### config.mk
export PLATFORM = sky130hd
export DESIGN_NAME = vga_timing
export DESIGN_NICKNAME = d
export VERILOG_FILES = /design/src/rtl/vga_timing_pkg.sv /design/src/rtl/vga_timing.sv
export SDC_FILE = /design/constraint.sdc
export NUM_CORES = 1
export LEC_CHECK = 0
export ABC_AREA = 1
export BUFFER_PORTS_ARGS = -buffer_cell sky130_fd_sc_hd__buf_4
export CAP_MARGIN = 20
export CELL_PAD_IN_SITES_DETAIL_PLACEMENT = 0
export CELL_PAD_IN_SITES_GLOBAL_PLACEMENT = 1
export CORE_UTILIZATION = 43
export DETAILED_ROUTE_END_ITERATION = 8
export HOLD_SLACK_MARGIN = 0.06
export PLACE_DENSITY_LB_ADDON = 0.1
export REMOVE_ABC_BUFFERS = 1
export SYNTH_ARGS = -nofsm -noshare
export SYNTH_HDL_FRONTEND = slang
export SYNTH_SLANG_ARGS = --single-unit
### constraint.sdc
create_clock -name clk -period 3.47 [get_ports clk]
set_input_delay 0.694 -clock clk [delete_from_list [all_inputs] [get_ports clk]]
set_output_delay 0.694 -clock clk [all_outputs]
set_load 0.02 [all_outputs]
### src/rtl/vga_timing_pkg.sv
// VGA timing constants and coordinate type shared with drawing stages.
// Defaults describe standard 640x480 @ 60 Hz (25.175 MHz pixel clock).
package vga_timing_pkg;

  localparam int COORD_W = 10;

  localparam int DEF_H_ACTIVE = 640;
  localparam int DEF_H_FP     = 16;
  localparam int DEF_H_SYNC   = 96;
  localparam int DEF_H_BP     = 48;
  localparam int DEF_V_ACTIVE = 480;
  localparam int DEF_V_FP     = 10;
  localparam int DEF_V_SYNC   = 2;
  localparam int DEF_V_BP     = 33;

  localparam int H_TOTAL =
    DEF_H_ACTIVE + DEF_H_FP + DEF_H_SYNC + DEF_H_BP;
  localparam int V_TOTAL =
    DEF_V_ACTIVE + DEF_V_FP + DEF_V_SYNC + DEF_V_BP;

  typedef logic [COORD_W-1:0] coord_t;

  function automatic logic in_span(
    input coord_t v,
    input coord_t lo,
    input coord_t hi
  );
    return (v >= lo) && (v <= hi);
  endfunction

endpackage

### src/rtl/vga_timing.sv
// Pixel/line counters with registered sync, blanking and start strobes.
// Outputs are derived from next-count values so they align with x_px/y_px.
module vga_timing
  import vga_timing_pkg::*;
#(
  parameter int   H_ACTIVE = DEF_H_ACTIVE,
  parameter int   H_FP     = DEF_H_FP,
  parameter int   H_SYNC   = DEF_H_SYNC,
  parameter int   H_BP     = DEF_H_BP,
  parameter int   V_ACTIVE = DEF_V_ACTIVE,
  parameter int   V_FP     = DEF_V_FP,
  parameter int   V_SYNC   = DEF_V_SYNC,
  parameter int   V_BP     = DEF_V_BP,
  parameter logic SYNC_POL = 1'b0
) (
  input  logic   clk,
  input  logic   reset_n,
  input  logic   px_en,
  output coord_t x_px,
  output coord_t y_px,
  output logic   hsync,
  output logic   vsync,
  output logic   activevideo,
  output logic   line_start,
  output logic   frame_start
);

  localparam int H_TOT = H_ACTIVE + H_FP + H_SYNC + H_BP;
  localparam int V_TOT = V_ACTIVE + V_FP + V_SYNC + V_BP;

  localparam coord_t X_LAST = COORD_W'(H_TOT - 1);
  localparam coord_t Y_LAST = COORD_W'(V_TOT - 1);
  localparam coord_t HS_LO  = COORD_W'(H_ACTIVE + H_FP);
  localparam coord_t HS_HI  = COORD_W'(H_ACTIVE + H_FP + H_SYNC - 1);
  localparam coord_t VS_LO  = COORD_W'(V_ACTIVE + V_FP);
  localparam coord_t VS_HI  = COORD_W'(V_ACTIVE + V_FP + V_SYNC - 1);
  localparam coord_t X_VIS  = COORD_W'(H_ACTIVE);
  localparam coord_t Y_VIS  = COORD_W'(V_ACTIVE);

  coord_t x_next;
  coord_t y_next;
  logic   x_wrap;

  // Compare before incrementing so no value ever passes the last count.
  always_comb begin
    x_wrap = (x_px == X_LAST);
    x_next = x_wrap ? '0 : x_px + 1'b1;
    y_next = y_px;
    if (x_wrap) begin
      y_next = (y_px == Y_LAST) ? '0 : y_px + 1'b1;
    end
  end

  always_ff @(posedge clk or negedge reset_n) begin
    if (!reset_n) begin
      x_px        <= X_LAST;
      y_px        <= Y_LAST;
      hsync       <= ~SYNC_POL;
      vsync       <= ~SYNC_POL;
      activevideo <= 1'b0;
      line_start  <= 1'b0;
      frame_start <= 1'b0;
    end else begin
      line_start  <= 1'b0;
      frame_start <= 1'b0;
      if (px_en) begin
        x_px        <= x_next;
        y_px        <= y_next;
        hsync       <= in_span(x_next, HS_LO, HS_HI)
                       ? SYNC_POL : ~SYNC_POL;
        vsync       <= in_span(y_next, VS_LO, VS_HI)
                       ? SYNC_POL : ~SYNC_POL;
        activevideo <= (x_next < X_VIS) && (y_next < Y_VIS);
        line_start  <= (x_next == '0);
        frame_start <= (x_next == '0) && (y_next == '0);
      end
    end
  end

endmodule

==> run metrics <==
run status finished, final reports clean; Hold Crit Class in2async; Clock transition at path regs 100 ps; I/O Buffers 27; Core Area 4000 µm²; Setup WS pre-CTS 1300 ps; Die Area 4400 µm²; Setup crit start x_px[1]$_DFFE_PN1P_; initial core utilization 44.5%; flop-to-flop setup slack 1250 ps; pwr/cell area 481 nW/µm²; cell taking the most area after synthesis dfrtp_1; CTS root buffer clkbuf_8; part of the cycle the worst path needs 64.1%; CP Cell Sequence ha_1 > nand4_1 > nor2_2 > nand3_1 > nand2_1 > nand3_1 > nor2_1 > nand3_1 > nand2_1 > inv_1; WP buf/inv 1; max-slew violation count 0; crit path DAT 2430 ps; setup violators final 0; unrepaired setup endpoints after global routing false; vias per cell 4.85; Area contributors post-synth dfrtp_1 18%, dfstp_2 18%, nand2_1 16%; first-pass GRT wire length 7.23 mm; Clock Latency Late Sink 270 ps; CP Depth 10; CP Launch Type register; Worst Setup EP vsync$_DFFE_PN1P_; antenna-violating nets left 0; Num Clock Sinks 25; post-synthesis to final-layout area growth 15.9%; Cell variety after synth 29; relative slew slack 62.6%; largest net degree at the start of global routing 26; Critical Path End Type register; vias in the first global route 1,475; Reg2Reg Launch Point x_px[1]$_DFFE_PN1P_; Slowest-stage cell, CP dfstp_2; most frequent cells in the layout 78 x nand2_1, 37 x inv_1, 31 x nor2_1; Avg WL per Cell 12.5 µm; Final Hold Vio Count 0; Critical Path Max Stage Delay 590 ps; Yosys top cell area share 18.3%; fin cells 342; Hold Buf Count CTS 0; CP required 3680 ps; n_diodes 0; CP top delay family simple AND/OR/NAND/NOR gates; global route total overflow 0; ys async rst share 100%; Avg Cell Area, Syn 6.70 µm²; initial antenna violation count 0; Synth Cell Area 1780 µm²; Max FO, Critical Path 11; layout cells sized above 1 22.3%; H-tree depth 1; die height 66.4 µm; Ports 28; drt total wl 4.27 mm; Die Span X 66.4 µm; DRC Markers 0; Peak Freq 450 MHz; placed cell count 338; Seq cells post-synth 25; final setup margin 1250 ps; Setup TNS 0 ps; dpl cell area 2020 µm²; CTS Buf Count 3; CTS tree done; VDD IR max 0.252 mV; EDFF count, synth 0; R2R depth 10; r2r endpoint vsync$_DFFE_PN1P_; Ys Warns 0; post-synthesis sequential area ratio 36.0%; DPL Wire Length 3.24 mm; via count 1,659; Row Count 23; Resize count post-CTS 0; WHS 310 ps; Design Area, Final 2070 µm²; critical path class reg2reg; crit path time final 2220 ps; Worst Max-Slew Pin Slew 560 ps; most common cell after layout, fill and taps aside nand2_1; most frequent CP cell nand3_1; drt first pass iters 4; Most used DFF post-synth dfrtp_1; CTS Buffer Depth 2; nets 301; Max-Cap Viols 0; Lkg Pwr 1.04 nW; setup bufs post-CTS 0; gp weighted congestion 0.874; clock skew 9.47 ps; DR iter-0 viols 133; Mapped Cells 266; All-Layer GR Usage 21.8%
layout make-up:
class	count	area, µm²
well taps	50	62.6
inverters	40	150
repair buffers	27	203
clock buffers	4	45.0
multi-input cells	196	965
fillers	416	1930
flip-flops and latches	25	641
synth_stat cells, types with 4 or more instances:
cell type and number:
nor2_2 5, nand2_1 78, o21ai_0 17, nor2_1 31, inv_1 37, dfstp_2 12, nand4_1 7, dfrtp_1 13
nand2_2 9, clkbuf_1 4, ha_1 5, nand3_1 26
cells by family (layout without fill, tap and decap cells):
kind of cell    count (synthesis)  count (layout)  synth area share [%]
simple gates                  164             164                  41.9
buf+inv                        45              71                  9.90
compound gates                 26              26                  8.22
flops                          25              25                  36.0
fa+ha+maj                       5               5                  3.51
xor+xnor                        1               1                 0.492
worst min-delay path by stage:
| stage | from | end | slack, ps | cells after the start |
|---|---|---|---|---|
| 2_1_floorplan | reset_n | activevideo$_DFFE_PN0P_ | 400 | 0 |
| 3_3_place_gp | hsync$_DFFE_PN1P_ | hsync$_DFFE_PN1P_ | 480 | 2 |
| 3_5_place_dp | activevideo$_DFFE_PN0P_ | activevideo$_DFFE_PN0P_ | 480 | 2 |
| 4_1_cts | reset_n | x_px[6]$_DFFE_PN0P_ | 320 | 1 |
| 5_1_grt | reset_n | x_px[6]$_DFFE_PN0P_ | 340 | 1 |
| 6_report | reset_n | x_px[6]$_DFFE_PN0P_ | 310 | 1 |
state kept, by name (all words and copies together), names as in the netlist:
name / cells
x_px: 10
y_px: 10
activevideo: 1
frame_start: 1
hsync: 1
line_start: 1
vsync: 1
metal layers:
layer  routed length [µm]  part of all wire, %  GRT usage [%]  vias to the layer above
met3                   85                  2.0           2.24                        4
met1                 2150                   50           30.4                      749
met5                    0                    0              0                        -
li1                     -                    -              -                      887
met2                 2000                   47           35.2                       19
met4                   30                 0.70           6.38                        0
report_power, final:
group | total (mW) | internal [mW] | switching (mW)
registers | 0.443 | 0.362 | 0.0810
logic | 0.370 | 0.138 | 0.232
clock network | 0.179 | 0.0822 | 0.0972
per-stage QoR:
stage | utilization, % | power, mW
final | 51.6 | 0.993
after CTS | 51.6 | 1.00
after floorplan | - | 0.676
after global routing | 51.6 | 1.07
after global placement | 50.5 | 0.822
after detailed placement | 50.5 | 0.820
Note: power is estimated with default switching activity, not from simulation.
